===== src/rtl/conv_pkg.sv =====
// Shared definitions for the convolutional frame encoder.
//   state_e     : frame FSM states (data bits, zero tail)
//   G_7 / G_5   : the classic (2,1,3) generator polynomials, used as defaults
//   cnt_width() : bit width for a counter that spans 0..n-1 (at least 1)
//   parity()    : XOR-reduction of a tap-masked window
package conv_pkg;

  typedef enum logic {
    ST_DATA = 1'b0,
    ST_TAIL = 1'b1
  } state_e;

  localparam logic [2:0] G_7 = 3'b111;
  localparam logic [2:0] G_5 = 3'b101;

  function automatic int cnt_width(input int n);
    return (n <= 2) ? 1 : $clog2(n);
  endfunction

  function automatic logic parity(input logic [31:0] v);
    return ^v;
  endfunction

endpackage


===== src/rtl/conv_enc_frame_sym_serializer.sv =====
// Output holding stage for the encoder.
// Holds one encoded symbol and presents it either as a whole (SERIAL=0) or
// one bit per beat, MSB first (SERIAL=1).
//   clk_sig, reset_sig : clock, asynchronous active-low reset
//   load, sym_in, last_in : new symbol from the encoder (only when can_load)
//   out_ready          : downstream accepts the current beat
//   out_valid, out_data, out_last : output beat
//   can_load           : stage is empty or its final beat drains this cycle
module sym_serializer
  import conv_pkg::*;
#(
  parameter int N      = 2,
  parameter int SERIAL = 0,
  localparam int OW    = (SERIAL != 0) ? 1 : N
) (
  input  logic          clk_sig,
  input  logic          reset_sig,
  input  logic          load,
  input  logic [N-1:0]  sym_in,
  input  logic          last_in,
  input  logic          out_ready,
  output logic          out_valid,
  output logic [OW-1:0] out_data,
  output logic          out_last,
  output logic          can_load
);

  localparam int BW = cnt_width(N);
  localparam logic [BW-1:0] BEAT_LAST = BW'(N - 1);

  logic [N-1:0]  sym_q, sym_d;
  logic [BW-1:0] beat_q, beat_d;
  logic          valid_q, valid_d;
  logic          last_q, last_d;
  logic          final_beat;

  always_ff @(posedge clk_sig or negedge reset_sig) begin
    if (!reset_sig) begin
      sym_q   <= '0;
      beat_q  <= '0;
      valid_q <= 1'b0;
      last_q  <= 1'b0;
    end else begin
      sym_q   <= sym_d;
      beat_q  <= beat_d;
      valid_q <= valid_d;
      last_q  <= last_d;
    end
  end

  always_comb begin
    // In parallel mode every beat is the final beat of its symbol.
    final_beat = (SERIAL == 0) || (beat_q == BEAT_LAST);
    can_load   = !valid_q || (out_ready && final_beat);
    sym_d      = sym_q;
    beat_d     = beat_q;
    valid_d    = valid_q;
    last_d     = last_q;
    if (load) begin
      // Loading may coincide with the final beat draining: no bubble.
      sym_d   = sym_in;
      last_d  = last_in;
      valid_d = 1'b1;
      beat_d  = '0;
    end else if (valid_q && out_ready) begin
      if (final_beat) begin
        valid_d = 1'b0;
        beat_d  = '0;
      end else begin
        beat_d = beat_q + BW'(1);
      end
    end
  end

  assign out_valid = valid_q;
  assign out_last  = valid_q && last_q && final_beat;

  generate
    if (SERIAL != 0) begin : g_serial
      assign out_data = sym_q[BEAT_LAST - beat_q];
    end else begin : g_parallel
      assign out_data = sym_q;
    end
  endgenerate

endmodule


===== src/rtl/conv_enc_frame.sv =====
// Rate-1/N convolutional encoder with framing and optional zero-tail
// termination, feeding a symbol holding / serialising stage.
//   clk_sig, reset_sig : clock, asynchronous active-low reset
//   in_valid, in_bit, in_ready : source bit handshake
//   out_valid, out_data, out_last, out_ready : encoded output handshake
//   out_data is N bits wide (SERIAL=0) or 1 bit wide (SERIAL=1)
module conv_enc_frame
  import conv_pkg::*;
#(
  parameter int K                = 3,
  parameter int N                = 2,
  parameter logic [N*K-1:0] GEN  = {G_5, G_7},
  parameter int FRAME_LEN        = 2048,
  parameter int TERMINATE        = 1,
  parameter int SERIAL           = 0,
  localparam int OW              = (SERIAL != 0) ? 1 : N
) (
  input  logic          clk_sig,
  input  logic          reset_sig,
  input  logic          in_valid,
  input  logic          in_bit,
  output logic          in_ready,
  output logic          out_valid,
  output logic [OW-1:0] out_data,
  output logic          out_last,
  input  logic          out_ready
);

  localparam int FW = cnt_width(FRAME_LEN);
  localparam int TW = cnt_width(K - 1);
  localparam logic [FW-1:0] BIT_LAST  = FW'(FRAME_LEN - 1);
  localparam logic [TW-1:0] TAIL_LAST = TW'(K - 2);

  state_e        state_q, state_d;
  logic [K-2:0]  sr_q, sr_d;
  logic [FW-1:0] bit_cnt_q, bit_cnt_d;
  logic [TW-1:0] tail_cnt_q, tail_cnt_d;

  logic          can_load;
  logic          accept;
  logic          load;
  logic          enc_in;
  logic          sym_last;
  logic [K-1:0]  win;
  logic [N-1:0]  sym;

  always_ff @(posedge clk_sig or negedge reset_sig) begin
    if (!reset_sig) begin
      state_q    <= ST_DATA;
      sr_q       <= '0;
      bit_cnt_q  <= '0;
      tail_cnt_q <= '0;
    end else begin
      state_q    <= state_d;
      sr_q       <= sr_d;
      bit_cnt_q  <= bit_cnt_d;
      tail_cnt_q <= tail_cnt_d;
    end
  end

  // Control outputs: the tail phase feeds zeros and blocks the source.
  always_comb begin
    in_ready = (state_q == ST_DATA) && can_load;
    accept   = in_ready && in_valid;
    enc_in   = (state_q == ST_DATA) ? in_bit : 1'b0;
    load     = accept || ((state_q == ST_TAIL) && can_load);
    sym_last = 1'b0;
    if (state_q == ST_DATA) begin
      sym_last = (TERMINATE == 0) && (bit_cnt_q == BIT_LAST);
    end else begin
      sym_last = (tail_cnt_q == TAIL_LAST);
    end
  end

  // Window bit i is the input from i steps ago; sr[0] holds the newest.
  always_comb begin
    win = {sr_q, enc_in};
    sym = '0;
    for (int j = 0; j < N; j++) begin
      sym[j] = parity(32'(win & GEN[j*K +: K]));
    end
  end

  always_comb begin
    state_d    = state_q;
    sr_d       = sr_q;
    bit_cnt_d  = bit_cnt_q;
    tail_cnt_d = tail_cnt_q;
    if (load) begin
      sr_d = win[K-2:0];
    end
    case (state_q)
      ST_DATA: begin
        if (accept) begin
          if (bit_cnt_q == BIT_LAST) begin
            bit_cnt_d = '0;
            if (TERMINATE != 0) begin
              state_d    = ST_TAIL;
              tail_cnt_d = '0;
            end
          end else begin
            bit_cnt_d = bit_cnt_q + FW'(1);
          end
        end
      end
      ST_TAIL: begin
        // After K-1 zero inputs the shift register is empty again.
        if (can_load) begin
          if (tail_cnt_q == TAIL_LAST) begin
            tail_cnt_d = '0;
            state_d    = ST_DATA;
          end else begin
            tail_cnt_d = tail_cnt_q + TW'(1);
          end
        end
      end
      default: state_d = ST_DATA;
    endcase
  end

  sym_serializer #(
    .N      (N),
    .SERIAL (SERIAL)
  ) u_ser (
    .clk_sig   (clk_sig),
    .reset_sig (reset_sig),
    .load      (load),
    .sym_in    (sym),
    .last_in   (sym_last),
    .out_ready (out_ready),
    .out_valid (out_valid),
    .out_data  (out_data),
    .out_last  (out_last),
    .can_load  (can_load)
  );

endmodule


===== config.mk =====
export PLATFORM = sky130hd
export DESIGN_NAME = conv_enc_frame
export DESIGN_NICKNAME = d
export VERILOG_FILES = /design/src/rtl/conv_pkg.sv /design/src/rtl/conv_enc_frame_sym_serializer.sv /design/src/rtl/conv_enc_frame.sv
export SDC_FILE = /design/constraint.sdc
export NUM_CORES = 1
export LEC_CHECK = 0
export CORE_MARGIN = 2
export CORE_UTILIZATION = 40
export DETAILED_ROUTE_END_ITERATION = 8
export SLEW_MARGIN = 10
export SYNTH_ARGS = -nofsm -noshare
export SYNTH_HDL_FRONTEND = slang
export SYNTH_SLANG_ARGS = --single-unit
export TNS_END_PERCENT = 100

===== constraint.sdc =====
create_clock -name clk_sig -period 2.9 [get_ports clk_sig]
set_input_delay 0.29 -clock clk_sig [delete_from_list [all_inputs] [get_ports clk_sig]]
set_output_delay 0.29 -clock clk_sig [all_outputs]
set_load 0.03 [all_outputs]

==> flow_summary.json, run 1 <==
{
  "htree_levels": 1,
  "arrival_ps": 1660,
  "power_frac_clock_pct": 19.5,
  "die_x_um": 52.0,
  "period_share_pct": 67.4,
  "first_global_vias": 612,
  "multi_input_area_um2": 423,
  "rsz0062_at_grt": "no",
  "drive_gt1_share_pct": 8.16,
  "maxSlewViolCount": 0,
  "fmax_ghz": 0.512,
  "drc": 0,
  "clockBufferDepth": 2,
  "hold_viol_final": 0,
  "ys.flop_type": "dfrtp_1",
  "ys_top_cells_by_count": "19 x dfrtp_1, 9 x nand2_1, 7 x nor2_1, 6 x xnor2_1, 5 x nand4_1",
  "synth_cells": 87,
  "drtIter0Drc": 9,
  "die_h_um": 52.0,
  "post_cts_resized": 0,
  "r2r_setup_slack_ps": 1140,
  "r2r_end": "bit_cnt_q[7]$_DFFE_PN0P_",
  "rr_startpoint": "bit_cnt_q[0]$_DFFE_PN0P_",
  "dr.pass1.iters": 4,
  "ir_drop_mv": 0.333,
  "synth_cell_types": 32,
  "critPathMaxFanout": 5,
  "power_leakage_nw": 0.456,
  "dp_hpwl_um": 1140,
  "fin_nets": 105,
  "cts_tree": "done",
  "ys_warn_count": 0,
  "yosys.area.top_type_share_pct": 51.6,
  "intPower_w": 0.000452,
  "ys_seq_area_share_pct": 51.6,
  "finalSetupViolCount": 0,
  "clk_latency_ps": 290,
  "routed_via_density": 5.17,
  "areaGrowthSynthToFinish_pct": 14.9,
  "min_period_ps": 1950,
  "ys_async_sr_fraction_pct": 100,
  "syn_area_um2": 921,
  "reg2reg_depth": 5,
  "switchingPower_w": 0.000211,
  "syn-mean-instance-area_um2": 10.6,
  "min_path_type": "in -> async",
  "io_pins": 10,
  "final_core_util_pct": 48.3,
  "place_congestion": 0.792,
  "cts-root-buf": "clkbuf_4",
  "crit_path_start_kind": "flip-flop",
  "post_cts_buffers": 0,
  "cts_made_buffers": 3,
  "grt_pass1_wl_um": 2740,
  "max_slew_margin_pct": 42.7,
  "fillers": 207,
  "n_antenna_cell": 0,
  "synth_edf_count": 0,
  "grt-ovfl-total": 0,
  "die-area_um2": 2700,
  "cts_hold_buf": 0,
  "tns_ps": 0,
  "critPathCaptureType": "output port",
  "synth.ff_latch_count": 19,
  "port_buffers": 9,
  "coreArea_um2": 2190,
  "swShare_pct": 31.9,
  "rows": 17,
  "syn_nets": 93,
  "synthTopCellsByArea": "dfrtp_1 52%, xnor2_1 5.7%, xor2_1 3.8%",
  "yosys.area.top_type": "dfrtp_1",
  "antenna_found_initial": 0,
  "worst_pin_slew_ps": 856,
  "power_density_nw_per_um2": 627,
  "critical_path_class": "reg -> out",
  "maxCapViolations": 0,
  "status": "completed",
  "drt-total-wl_um": 1530,
  "start_util_pct": 42.0,
  "clk_pin_slew_ps": 100,
  "regArea_um2": 475,
  "postRouteAntennaNets": 0,
  "p_comb_share_pct": 25.1,
  "skew_ps": 4.63,
  "required_ps": 2610,
  "grt_max_degree": 20,
  "p_seq_share_pct": 55.5,
  "wl_per_cell_um": 12.1,
  "yosysMostFrequentCell": "dfrtp_1",
  "track_usage_pct": 14.2,
  "cts.sinks": 19,
  "vias": 652
}
[per-stage QoR]
stage               setup slack [ps]  hold WS (ps)  instances  instance area (um2)  power, W
finish                           946           472        126                 1060  0.000663
global route                     783           508        126                 1060  0.000721
CTS                              921           482        126                 1060  0.000676
detailed placement               947           463        122                 1030  0.000540
global placement                 959           464        122                 1030  0.000538
floorplan                       1180         -5.59         87                  921  0.000480
[cell families (layout without fill, tap and decap cells)]
| group | after synthesis | in the layout | synth area share [%] |
|---|---|---|---|
| mux | 2 | 2 | 2.45 |
| xor+xnor | 10 | 10 | 9.51 |
| simple gates | 39 | 39 | 23.1 |
| compound gates | 12 | 12 | 9.51 |
| buf+inv | 4 | 15 | 2.45 |
| fa+ha+maj | 1 | 1 | 1.36 |
| flops | 19 | 19 | 51.6 |
[area by class of cell]
class	instances	share of cell area, %
inverter	2	0.709
multi-input combinational	64	40.0
clock inverter	1	0.473
clock buffer	3	2.13
tap	28	3.31
timing repair buffer	9	8.51
sequential	19	44.9
[per-layer routing]
layer	part of all wire [%]	track usage, %
met1	49	18.7
met2	45	20.9
met3	5.4	6.32
met4	0.92	3.95
met5	0	0
[worst max-delay path by stage]
stage                                start                       end  cells past startpoint
2_1_floorplan  u_ser.out_valid$_DFFE_PN0P_  bit_cnt_q[7]$_DFFE_PN0P_                      4
3_3_place_gp                      in_valid  bit_cnt_q[7]$_DFFE_PN0P_                      5
3_5_place_dp                      in_valid  bit_cnt_q[7]$_DFFE_PN0P_                      5
4_1_cts        u_ser.out_valid$_DFFE_PN0P_                  in_ready                      3
5_1_grt        u_ser.out_valid$_DFFE_PN0P_                  in_ready                      3
6_report       u_ser.out_valid$_DFFE_PN0P_                  in_ready                      3
[worst max-delay path, cell delays in order (launching register included)]
cell             delay [ps]
dfrtp_1                 390
nor2b_1                 310
nor2_1                   70
clkdlybuf4s50_1         590
[flip-flops by register name, indices dropped and copies added (netlist names)]
signal / cells
bit_cnt_q: 11
u_ser.out_valid: 1
u_ser.last_q: 1
state_q: 1
u_ser.out_data: 2
tail_cnt_q: 1
sr_q: 2
[power by group through the flow]
stage / Sequential [W] / Combinational [W] / Clock [W]
after global placement: 0.000371 / 0.000166 / 0
after global routing: 0.000379 / 0.000191 / 0.000151
after detailed placement: 0.000374 / 0.000167 / 0
after CTS: 0.000368 / 0.000169 / 0.000139
final: 0.000368 / 0.000166 / 0.000129
after floorplan: 0.000391 / 0.0000892 / 0
[placed cells by master (no fill, tap or decap), types with 2 or more instances in the layout]
cell              n
dfrtp_1          19
nand2_1           9
clkdlybuf4s50_1   9
nor2_1            7
xnor2_1           6
nand4_1           5
nand3_1           4
o21ai_0           4
xor2_1            4
clkbuf_4          3
and2_1            2
nand2b_1          2
inv_1             2
mux2_2            2
nor3_1            2
Power figures use the tool's default switching activity.
==> inputs of run 2 (changes only) <==
- clock period: 2.9 -> 1.6 ns (I/O delays scaled with it)
==> run 2 against run 1 <==
Net effect: the run now ends with negative setup slack left; worst setup slack worse by 1000 ps; core utilization is 8.1 points higher; register-to-register slack worse by 1200 ps; via count grew 14%; sequential power up 77%; critical path type is now reg -> reg; highest routed layer unchanged.
==> flow_summary.json, run 2 (synthesis gave the netlist of run 1 again) <==
{
  "status": "finished, violations left",
  "violations": "negative setup slack",
  "vias": 741,
  "cts_tree": "done",
  "track_usage_pct": 15.8,
  "rsz0062_at_grt": "yes",
  "hold_viol_final": 0,
  "worst_pin_slew_ps": 338,
  "tns_ps": -55.3,
  "drt-total-wl_um": 1870,
  "grt_max_degree": 20,
  "die_x_um": 52.0,
  "cts-root-buf": "clkbuf_4",
  "n_antenna_cell": 0,
  "min_period_ps": 1660,
  "worst_slack_ps": -55.3,
  "swShare_pct": 31.3,
  "finalSetupViolCount": 1,
  "critical-path-top-delay-family": "simple AND/OR/NAND/NOR gates",
  "reg2reg_depth": 5,
  "numPlacedInstances": 141,
  "drive_gt1_share_pct": 28.6,
  "fin_nets": 126,
  "rows": 17,
  "grt-ovfl-total": 0,
  "arrival_ps": 1830,
  "layout_commonest_cell": "buf_4",
  "power_leakage_nw": 0.565,
  "htree_levels": 1,
  "clk_pin_slew_ps": 100,
  "ir_drop_mv": 0.625,
  "power_frac_clock_pct": 17.7,
  "skew_ps": 1.79,
  "maxCapViolations": 0,
  "io_pins": 10,
  "critPathCaptureType": "flip-flop",
  "fmax_ghz": 0.604,
  "maxSlewViolCount": 0,
  "p_comb_share_pct": 32.5,
  "fillers": 196,
  "max_stage_delay_ps": 380,
  "cts_hold_buf": 0,
  "p_seq_share_pct": 49.8,
  "critical_path_class": "reg -> reg",
  "first_global_vias": 773,
  "postRouteAntennaNets": 0,
  "place_congestion": 0.810,
  "power_density_nw_per_um2": 1060,
  "drc": 0,
  "coreArea_um2": 2190,
  "clockBufferDepth": 2,
  "clk_latency_ps": 280,
  "largest_reg_flops": 11,
  "min_path_type": "in -> async",
  "areaGrowthSynthToFinish_pct": 34.1,
  "port_buffers": 9,
  "max_slew_margin_pct": 77.4,
  "grt_pass1_wl_um": 3120,
  "dr.pass1.iters": 4,
  "cts.sinks": 19,
  "crit_chain": "ha_2 -> nand4_1 -> or3_4 -> o221a_1 -> a211o_1",
  "r2r_setup_slack_ps": -60,
  "critPathMaxFanout": 3,
  "intPower_w": 0.000898,
  "crit_path_start_kind": "flip-flop",
  "wl_per_cell_um": 12.7,
  "top_register": "bit_cnt_q",
  "critical-path-slowest-cell": "dfrtp_1",
  "period_share_pct": 103,
  "antenna_found_initial": 0,
  "required_ps": 1780,
  "critPathBufInv": 0,
  "cp.depth": 5,
  "start_util_pct": 42.0,
  "cts_made_buffers": 3,
  "dp_hpwl_um": 1400,
  "routed_via_density": 5.04,
  "drtIter0Drc": 9,
  "mostFrequentLayoutCells": "22 x buf_4, 18 x dfrtp_1, 9 x nand2_1, 7 x clkdlybuf4s50_1",
  "final_cells": 147,
  "die_h_um": 52.0,
  "switchingPower_w": 0.000410,
  "die-area_um2": 2700
}
## run 2: per-stage QoR
stage	hold WS (ps)	setup WS, ps	total power [W]	cell area (um2)	utilization (%)
floorplan	-136	29.1	0.000873	930	-
global route	218	-118	0.00139	1230	56.4
finish	195	-55.3	0.00131	1230	56.4
global placement	462	-116	0.00105	1180	53.9
CTS	197	-44.2	0.00131	1210	55.3
detailed placement	470	-123	0.00107	1180	53.9
## run 2: cell type report
| cell class | instances | area, um2 | area share (%) |
|---|---|---|---|
| flip-flops and latches | 19 | 477 | 38.6 |
| multi-input cells | 64 | 445 | 36.1 |
| repair buffers | 30 | 244 | 19.8 |
| well taps | 28 | 35.0 | 2.84 |
| clock buffers | 4 | 26.3 | 2.13 |
| inverters | 2 | 7.51 | 0.608 |
## run 2: final timing paths
path / from / end
setup / recovery: bit_cnt_q[0]$_DFFE_PN0P_ / bit_cnt_q[7]$_DFFE_PN0P_
hold / removal: reset_sig / sr_q[0]$_DFFE_PN0P_
setup reg to reg: bit_cnt_q[0]$_DFFE_PN0P_ / bit_cnt_q[7]$_DFFE_PN0P_
hold reg to reg: bit_cnt_q[10]$_DFFE_PN0P_ / bit_cnt_q[10]$_DFFE_PN0P_
max in group asynchronous: reset_sig / u_ser.out_valid$_DFFE_PN0P_
min in group clk_sig: bit_cnt_q[10]$_DFFE_PN0P_ / bit_cnt_q[10]$_DFFE_PN0P_
## run 2: worst register-to-register path, cell delays in order, from the launching register on
cell	delay, ps
dfrtp_1	380
ha_2	180
nand4_1	150
or3_4	380
o221a_1	250
a211o_1	220
## run 2: power groups by stage
stage	Combinational, W	Sequential, W	Clock [W]
2_1_floorplan	0.000164	0.000710	0
3_3_place_gp	0.000402	0.000652	0
3_5_place_dp	0.000411	0.000663	0
4_1_cts	0.000414	0.000652	0.000245
5_1_grt	0.000470	0.000666	0.000259
6_report	0.000425	0.000651	0.000231
## run 2: timing repair
item / CTS / global route
buffers inserted: 1 / 1
endpoints found under the setup margin: 2 / 8
gates resized for setup: 1 / 4
cloned: 0 / 0
## run 2: metal layers
layer  wire length (um)  track usage, %  vias up
met5                  0               0        -
met3                 78            2.59        2
met2                877            25.9       13
li1                   -               -      368
met4                 14            6.58        0
met1                894            20.4      358
